<file path="src/rtl/deser_arb_pkg.sv">
// Shared types and helpers for the deserializer arbiter.
package deser_arb_pkg;

   // Arbiter FSM: IDLE picks the next requester, GRANT holds it for one frame.
   typedef enum logic [0:0] {
      IDLE  = 1'b0,
      GRANT = 1'b1
   } state_t;

   // Successor of idx in a ring of n entries. The wrap is explicit because
   // n need not be a power of two.
   function automatic int unsigned next_idx(input int unsigned idx, input int unsigned n);
      int unsigned nxt;
      if (idx >= n - 32'd1) begin
         nxt = 32'd0;
      end else begin
         nxt = idx + 32'd1;
      end
      return nxt;
   endfunction

endpackage

</file>
<file path="src/rtl/deser_arbiter_rr_pick.sv">
// Combinational round-robin picker: first requester at or after ptr, wrapping.
module rr_pick
   import deser_arb_pkg::*;
#(
   parameter int N_REQ = 4,
   parameter int ID_W  = $clog2(N_REQ)
) (
   input  logic [N_REQ-1:0] req,
   input  logic [ID_W-1:0]  ptr,
   output logic             found,
   output logic [ID_W-1:0]  id
);

   localparam logic [N_REQ-1:0] ONE_HOT0 = N_REQ'(1'b1);

   // Walk the ring once starting at ptr; the first active request met wins.
   always_comb begin
      int unsigned idx;
      logic        hit;
      found = 1'b0;
      id    = '0;
      hit   = 1'b0;
      idx   = (32'(ptr) < N_REQ) ? 32'(ptr) : 32'd0;
      for (int k = 0; k < N_REQ; k++) begin
         hit   = (|(req & (ONE_HOT0 << idx))) & ~found;
         id    = hit ? ID_W'(idx) : id;
         found = found | hit;
         idx   = next_idx(idx, N_REQ);
      end
   end

endmodule

</file>
<file path="src/rtl/deser_arbiter.sv">
// Round-robin scheduler sharing one deserializer between N_REQ serial
// requesters. A grant is locked for a whole DATA_W-bit frame; returning
// parallel words are tagged with the ID of the requester that sent them.
module deser_arbiter
   import deser_arb_pkg::*;
#(
   parameter int N_REQ  = 4,
   parameter int DATA_W = 16,
   parameter int ID_W   = $clog2(N_REQ)
) (
   input  logic              clk_i,
   input  logic              srst_n_i,
   input  logic [N_REQ-1:0]  req_data_i,
   input  logic [N_REQ-1:0]  req_data_val_i,
   output logic [N_REQ-1:0]  req_ready_o,
   output logic              deser_srst_o,
   output logic              deser_data_o,
   output logic              deser_data_val_o,
   input  logic [DATA_W-1:0] deser_word_i,
   input  logic              deser_word_val_i,
   output logic [DATA_W-1:0] word_o,
   output logic [ID_W-1:0]   word_id_o,
   output logic              word_val_o
);

   localparam int                CNT_W    = $clog2(DATA_W);
   localparam logic [CNT_W-1:0]  LAST_BIT = CNT_W'(DATA_W - 1);
   localparam logic [N_REQ-1:0]  ONE_HOT0 = N_REQ'(1'b1);

   state_t            state_r;
   state_t            state_s;
   logic [ID_W-1:0]   grant_id_r;
   logic [ID_W-1:0]   rr_ptr_r;
   logic [ID_W-1:0]   pend_id_r;
   logic [CNT_W-1:0]  bit_cnt_r;
   logic [N_REQ-1:0]  ready_r;
   logic              pick_found_s;
   logic [ID_W-1:0]   pick_id_s;
   logic              accept_s;
   logic              accept_bit_s;
   logic              frame_end_s;
   logic              deser_data_r;
   logic              deser_data_val_r;
   logic [DATA_W-1:0] word_r;
   logic [ID_W-1:0]   word_id_r;
   logic              word_val_r;

   rr_pick #(
      .N_REQ (N_REQ),
      .ID_W  (ID_W)
   ) u_rr_pick (
      .req   (req_data_val_i),
      .ptr   (rr_ptr_r),
      .found (pick_found_s),
      .id    (pick_id_s)
   );

   // Handshake of the granted requester; ready_r is one-hot only in GRANT.
   always_comb begin
      accept_s     = (state_r == GRANT) && (|(req_data_val_i & ready_r));
      accept_bit_s = |(req_data_i & req_data_val_i & ready_r);
      frame_end_s  = accept_s && (bit_cnt_r == LAST_BIT);
   end

   // Next-state decode; the grant only ends once a full frame is accepted.
   always_comb begin
      state_s = state_r;
      case (state_r)
         IDLE: begin
            if (pick_found_s) begin
               state_s = GRANT;
            end else begin
               state_s = IDLE;
            end
         end
         GRANT: begin
            if (frame_end_s) begin
               state_s = IDLE;
            end else begin
               state_s = GRANT;
            end
         end
         default: state_s = IDLE;
      endcase
   end

   // FSM, grant bookkeeping, bit counter and the registered ready vector.
   always_ff @(posedge clk_i) begin
      if (!srst_n_i) begin
         state_r    <= IDLE;
         grant_id_r <= '0;
         rr_ptr_r   <= '0;
         pend_id_r  <= '0;
         bit_cnt_r  <= '0;
         ready_r    <= '0;
      end else begin
         state_r <= state_s;
         case (state_r)
            IDLE: begin
               if (pick_found_s) begin
                  grant_id_r <= pick_id_s;
                  bit_cnt_r  <= '0;
                  ready_r    <= ONE_HOT0 << pick_id_s;
               end else begin
                  ready_r <= '0;
               end
            end
            GRANT: begin
               if (frame_end_s) begin
                  rr_ptr_r  <= ID_W'(next_idx(32'(grant_id_r), N_REQ));
                  pend_id_r <= grant_id_r;
                  ready_r   <= '0;
               end else if (accept_s) begin
                  bit_cnt_r <= bit_cnt_r + CNT_W'(1'b1);
               end
            end
            default: begin
               ready_r <= '0;
            end
         endcase
      end
   end

   // Forward each accepted bit to the deserializer; data holds between bits.
   always_ff @(posedge clk_i) begin
      if (!srst_n_i) begin
         deser_data_r     <= 1'b0;
         deser_data_val_r <= 1'b0;
      end else begin
         deser_data_val_r <= accept_s;
         if (accept_s) begin
            deser_data_r <= accept_bit_s;
         end
      end
   end

   // Tag each returning parallel word with the requester that produced it.
   always_ff @(posedge clk_i) begin
      if (!srst_n_i) begin
         word_r     <= '0;
         word_id_r  <= '0;
         word_val_r <= 1'b0;
      end else begin
         word_val_r <= deser_word_val_i;
         if (deser_word_val_i) begin
            word_r    <= deser_word_i;
            word_id_r <= pend_id_r;
         end
      end
   end

   assign req_ready_o      = ready_r;
   assign deser_srst_o     = ~srst_n_i;
   assign deser_data_o     = deser_data_r;
   assign deser_data_val_o = deser_data_val_r;
   assign word_o           = word_r;
   assign word_id_o        = word_id_r;
   assign word_val_o       = word_val_r;

endmodule

</file>
<file path="config.mk">
export PLATFORM = sky130hd
export DESIGN_NAME = deser_arbiter
export DESIGN_NICKNAME = d
export VERILOG_FILES = /design/src/rtl/deser_arb_pkg.sv /design/src/rtl/deser_arbiter_rr_pick.sv /design/src/rtl/deser_arbiter.sv
export SDC_FILE = /design/constraint.sdc
export NUM_CORES = 1
export LEC_CHECK = 0
export BUFFER_PORTS_ARGS = -buffer_cell sky130_fd_sc_hd__buf_2
export CAP_MARGIN = 15
export CORE_UTILIZATION = 50
export CTS_CLUSTER_SIZE = 12
export DETAILED_ROUTE_END_ITERATION = 10
export GPL_ROUTABILITY_DRIVEN = 0
export PLACE_DENSITY = 0.84
export SYNTH_ARGS = -nofsm -noshare
export SYNTH_HDL_FRONTEND = slang
export SYNTH_SLANG_ARGS = --single-unit
</file>
<file path="constraint.sdc">
create_clock -name clk_i -period 2.68 [get_ports clk_i]
set_input_delay 0.134 -clock clk_i [delete_from_list [all_inputs] [get_ports clk_i]]
set_output_delay 0.134 -clock clk_i [all_outputs]
set_load 0.03 [all_outputs]
</file>
Word-level counts from Yosys, hierarchy flattened
Cells that the tools add are included.
{"block": "totals", "elab_cells": 77, "ff_bits": 36}
{"block": "classes", "n_eq_ne": 5, "bitwise_logic": 18, "n_lt_le_gt_ge": 4, "reduce_logical": 11, "n_addsub": 5, "muxes": 18, "n_shift": 5}
{"cell": "<< shifter 1 x 32 -> 4 bit, first input constant", "n": 3}
{"cell": "adder 32 x 1 -> 32 bit, second input constant", "n": 2}
{"cell": ">= comparator 32 x 2 -> 1 bit, second input constant", "n": 2}
{"cell": "2-to-1 mux 32 bit", "n": 2}
{"cell": "bitwise AND 4 bit", "n": 7}
{"cell": "OR reduction 4 bit", "n": 6}
{"cell": "2-to-1 mux 4 bit", "n": 5}
{"cell": "one-hot mux 4 bit (2 select lines)", "n": 2}
{"cell": "2-to-1 mux 2 bit", "n": 5}
{"cell": "<< shifter 1 x 2 -> 4 bit, first input constant", "n": 2}
{"cell": "NOT 1 bit", "n": 5}
{"cell": "adder 4 x 1 -> 4 bit, second input constant", "n": 1}
{"cell": "== test 4 bit, second input constant", "n": 1}
{"cell": ">= comparator 2 bit, second input constant", "n": 2}
{"cell": "!= test 2 x 1 -> 1 bit, second input constant", "n": 2}
{"cell": "!= test 2 bit, second input constant", "n": 2}
{"cell": "AND reduction 2 bit", "n": 2}
{"cell": "adder 2 x 1 -> 3 bit, second input constant", "n": 1}
{"cell": "bitwise AND 1 bit", "n": 3}
{"cell": "2-to-1 mux 3 bit", "n": 1}
{"cell": "OR 1 bit", "n": 3}
{"cell": "AND reduction 3 bit", "n": 1}
{"cell": "adder 2 x 1 -> 2 bit, second input constant", "n": 1}
{"cell": "logical AND 1 bit", "n": 2}
{"cell": "other kinds (2)", "n": 3}

Depth between registers and ports, before layout
{"block": "depth", "depth_word": 16, "mapped_depth": 7, "mapped_depth_nobuf": 7}

Modules after synthesis
A second synthesis with hierarchy kept.
{"block": "unflattened", "cells_unflattened": 180, "hier_area_um2": 1692.9}
{"mod": "deser_arbiter", "n_inst": 1, "area_each_um2": 1425.1, "cells_each": 145}
{"mod": "rr_pick", "n_inst": 1, "area_each_um2": 267.8, "cells_each": 35}

Worst setup path after synthesis
No wires, ideal clock.
{"block": "synth_path", "path_kind": "flip-flop to flip-flop", "from": "register rr_ptr_r[0]", "to": "register ready_r[0], in the netlist req_ready_o[0]", "path_slack_ns": 0.618, "stages_incl_launch_ff": 8, "t_arrival_ns": 1.945, "path_buffers": 0, "setup_time_ns": 0.117, "cell_sequence": "dfxtp_1 -> inv_1 -> ha_1 -> a22o_1 -> a221oi_4 -> a41oi_2 -> and2_4 -> a32o_1"}
{"block": "synth_between", "elab_chain_len": 16, "elab_cells_between_ends": 37}
{"element": "from (decl)", "line_no": "deser_arbiter.sv:33", "text": "logic [ID_W-1:0] rr_ptr_r;"}
{"element": "from (signal assigned)", "line_no": "deser_arbiter.sv:110", "text": "rr_ptr_r <= ID_W'(next_idx(32'(grant_id_r), N_REQ));"}
{"element": "parallel branches: the longest is 14 deep, another holds adder 32 x 1 -> 32 bit"}
{"element": "2-to-1 mux 4 bit (*)", "line_no": "deser_arbiter.sv:100", "text": "if (pick_found_s) begin"}
{"element": "one-hot mux 4 bit (2 select lines) (*)", "line_no": "deser_arbiter.sv:98", "text": "case (state_r)"}
{"element": "to (signal assigned)", "line_no": "deser_arbiter.sv:103", "text": "ready_r <= ONE_HOT0 << pick_id_s;"}
{"element": "to (decl)", "line_no": "deser_arbiter.sv:36", "text": "logic [N_REQ-1:0] ready_r;"}
Every way passes the cells marked *.
A chain may end at the register's enable or synchronous reset.

Worst setup path in the final report
{"block": "layout_path", "from": "register rr_ptr_r[0]", "to": "register ready_r[1], in the netlist req_ready_o[1]"}
The elaborated chain is that of the path after synthesis.

==> flow_summary.json <==
{
  "outcome": "finished clean",
  "yosysUniqueCellTypes": 39,
  "cts.sinks": 36,
  "grt_pass1_wl_um": 5350,
  "combinationalPowerShare_pct": 16.1,
  "rr_worst_depth": 7,
  "r2r_slack_ns": 0.39,
  "post-dp-hpwl_um": 2450,
  "post_cts_resized": 0,
  "start_kind": "flip-flop",
  "cts_tree": "done",
  "p_leak_nw": 0.983,
  "maxCapViolCount": 0,
  "num_rows": 20,
  "synth_area_um2": 1640,
  "worst_slack_ns": 0.391,
  "insertion_delay_ns": 0.34,
  "drc": 0,
  "drive_gt1_share_pct": 30.6,
  "holdBufCountCts": 0,
  "clockBufferDepth": 2,
  "core-area_um2": 3080,
  "dp_worst_setup_slack_ns": 0.403,
  "grtUsageTotal_pct": 20.3,
  "async_flop_share_pct": 0,
  "p_switching_w": 0.000319,
  "diodes": 0,
  "synth_cells": 165,
  "antenna_found_initial": 0,
  "pwr-share-seq_pct": 50.8,
  "yosysWarningCount": 0,
  "rsz0062_at_grt": "no",
  "num_vias": 1417,
  "num-fill-cells": 272,
  "cp.required_ns": 2.92,
  "numCtsBuffers": 5,
  "finalHoldViolCount": 0,
  "viasPerCell": 5.33,
  "crit_type": "flip-flop to flip-flop",
  "postRouteAntennaNets": 0,
  "clkTransAtPathRegs_ns": 0.11,
  "die_h_um": 59.3,
  "power.density_nw_per_um2": 566,
  "multi_input_area_um2": 887,
  "reg2reg_from": "rr_ptr_r[0]$_SDFFE_PN0P_",
  "slew_violations": 0,
  "floorplan.die.width_um": 59.3,
  "ys_seq_area_share_pct": 43.9,
  "grt_pass1_vias": 1252,
  "first_pass_iters": 4,
  "wl_per_cell_um": 12.3,
  "hold_path_class": "input port to flip-flop",
  "post_cts_buffers": 0,
  "ir_drop_mv": 0.419,
  "synth_ff_type": "dfxtp_1",
  "register_area_um2": 721,
  "wl_um": 3280,
  "post-route-period-util_pct": 85.4,
  "hold_path_depth": 3,
  "avgSynthCellArea_um2": 9.94,
  "setup_viol": 0,
  "p_sw_share_pct": 27.8,
  "timing.fmax_mhz": 437,
  "slew-limit-headroom_pct": 63.7,
  "fin_tns_setup_ns": 0,
  "tightest_slew_ns": 0.541,
  "cp_max_fo": 8,
  "p_clk_share_pct": 33.0,
  "synth-seq-cells": 36,
  "cts_max_level": 2,
  "dieArea_um2": 3510,
  "min_from": "deser_word_i[7]",
  "p_int_w": 0.000828,
  "synth_nets": 199,
  "syn2layout_area_growth_pct": 23.5,
  "ios": 53,
  "cp.arrival_ns": 2.53,
  "final_nets": 255,
  "crit_path_end_kind": "flip-flop",
  "root_buffer": "clkbuf_4",
  "fin_crit_ns": 2.29,
  "initial_core_util_pct": 53.3,
  "synth_enable_flop_cells": 0,
  "finClkSkew_ns": 0.00846,
  "drt_iter0_drc": 59,
  "hold_path_end": "word_o[7]$_SDFFE_PN0P_",
  "portBuffers": 52,
  "grt_remaining_overflow": 0,
  "reg2reg_to": "req_ready_o[1]$_SDFFE_PN0P_",
  "grt_max_degree": 26
}
[cells in the final DEF, fill, tap and decap left out, types with 2 or more instances in the layout]
| master | count |
|---|---|
| nand2_1 | 5 |
| and2_4 | 2 |
| ha_1 | 7 |
| nand4_1 | 2 |
| and3_1 | 2 |
| o211ai_1 | 2 |
| inv_1 | 3 |
| a211oi_1 | 2 |
| nor3_1 | 2 |
| and2_1 | 3 |
| nor3b_1 | 2 |
| xor2_1 | 2 |
| or3_1 | 2 |
| nand3_1 | 5 |
| a22o_2 | 2 |
| o21ai_0 | 3 |
| dfxtp_1 | 36 |
| a32o_1 | 4 |
| o21a_1 | 2 |
| clkbuf_4 | 5 |
| nor2_1 | 26 |
| mux2i_1 | 22 |
| a22oi_1 | 6 |
| buf_2 | 52 |
| a21oi_1 | 5 |
[routing by layer]
metal	vias up	GRT usage, %	part of all wire [%]
li1	718	-	-
met1	650	25.0	47
met2	44	33.5	46
met4	0	7.14	1.3
met5	-	0	0
met3	5	6.11	5.2
[power by group through the flow]
stage	clock network [W]	logic [W]	registers [W]
after CTS	0.000386	0.000186	0.000583
after global routing	0.000414	0.000200	0.000587
final	0.000379	0.000185	0.000583
after global placement	0	0.000183	0.000594
after floorplan	0	0.0000849	0.000632
after detailed placement	0	0.000186	0.000594
[worst max-delay path, stage by stage (launching register included)]
cell      delay (ns)
dfxtp_1         0.47
inv_1           0.12
ha_1            0.25
a22o_1          0.27
a221oi_4        0.34
a41oi_2         0.28
and2_4          0.26
a32o_1          0.21
[registers in the layout, summed over array words and instances (netlist names)]
register,count
word_id_o,2
deser_data_val_o,1
bit_cnt_r,4
deser_data_o,1
word_o,16
grant_id_r,2
req_ready_o,4
rr_ptr_r,2
pend_id_r,2
word_val_o,1
state_r,1
[final cells by class]
class                   count  area share, %
clock buffers               5           1.85
multi-input cells         121           43.8
repair buffers             53           13.2
well taps                  44           2.72
flip-flops and latches     36           35.6
inverters                   4          0.741
clock inverters             3           2.10
[how the worst max path moves through the flow]
stage / cells after the start / slack (ns) / startpoint / end
after floorplan: 7 / 0.62 / rr_ptr_r[0]$_SDFFE_PN0P_ / req_ready_o[0]$_SDFFE_PN0P_
after global placement: 7 / 0.47 / rr_ptr_r[0]$_SDFFE_PN0P_ / req_ready_o[2]$_SDFFE_PN0P_
after detailed placement: 7 / 0.40 / rr_ptr_r[0]$_SDFFE_PN0P_ / req_ready_o[1]$_SDFFE_PN0P_
after CTS: 7 / 0.40 / rr_ptr_r[0]$_SDFFE_PN0P_ / req_ready_o[1]$_SDFFE_PN0P_
after global routing: 7 / 0.23 / rr_ptr_r[0]$_SDFFE_PN0P_ / req_ready_o[2]$_SDFFE_PN0P_
final: 7 / 0.39 / rr_ptr_r[0]$_SDFFE_PN0P_ / req_ready_o[1]$_SDFFE_PN0P_
[synthesized netlist by cell type, drive strengths merged, types with 2 or more instances]
| master | instances | area (um^2) |
|---|---|---|
| inv | 3 | 11.3 |
| or3 | 2 | 12.5 |
| nand4 | 2 | 12.5 |
| a22oi | 6 | 45.0 |
| buf | 2 | 10.0 |
| o21ai | 3 | 15.0 |
| nor3b | 2 | 15.0 |
| a22o | 3 | 28.8 |
| a211oi | 2 | 15.0 |
| a32o | 4 | 40.0 |
| nand2 | 5 | 18.8 |
| dfxtp | 36 | 721 |
| xor2 | 2 | 17.5 |
| and3 | 2 | 12.5 |
| o21a | 2 | 15.0 |
| nand3 | 5 | 25.0 |
| ha | 7 | 87.6 |
| mux2i | 22 | 220 |
| and2 | 5 | 36.3 |
| clkbuf | 2 | 7.51 |
| nor2 | 27 | 104 |
| o211ai | 2 | 15.0 |
| a21oi | 5 | 25.0 |
| nor3 | 2 | 10.0 |
[metrics by stage]
stage / std cells / util (%) / total power [W] / hold slack [ns] / cell area (um^2)
6_report: 266 / 65.8 / 0.00115 / 0.0215 / 2030
5_1_grt: 266 / 65.8 / 0.00120 / 0.00837 / 2030
4_1_cts: 266 / 65.8 / 0.00115 / 0.00971 / 2030
3_5_place_dp: 258 / 63.2 / 0.000780 / 0.379 / 1950
3_3_place_gp: 258 / 63.2 / 0.000777 / 0.367 / 1950
2_1_floorplan: 165 / - / 0.000717 / 0.251 / 1640
[cell families (layout without fill, tap and decap cells)]
logic type | count (synthesis) | in the layout | share of synthesized area, %
buf+inv | 8 | 65 | 1.98
fa+ha+maj | 7 | 7 | 5.34
xor+xnor | 2 | 2 | 1.07
mux | 22 | 22 | 13.4
simple gates | 55 | 55 | 16.4
flops | 36 | 36 | 43.9
compound gates | 35 | 35 | 17.8
Note: power is estimated with default switching activity, not from simulation.
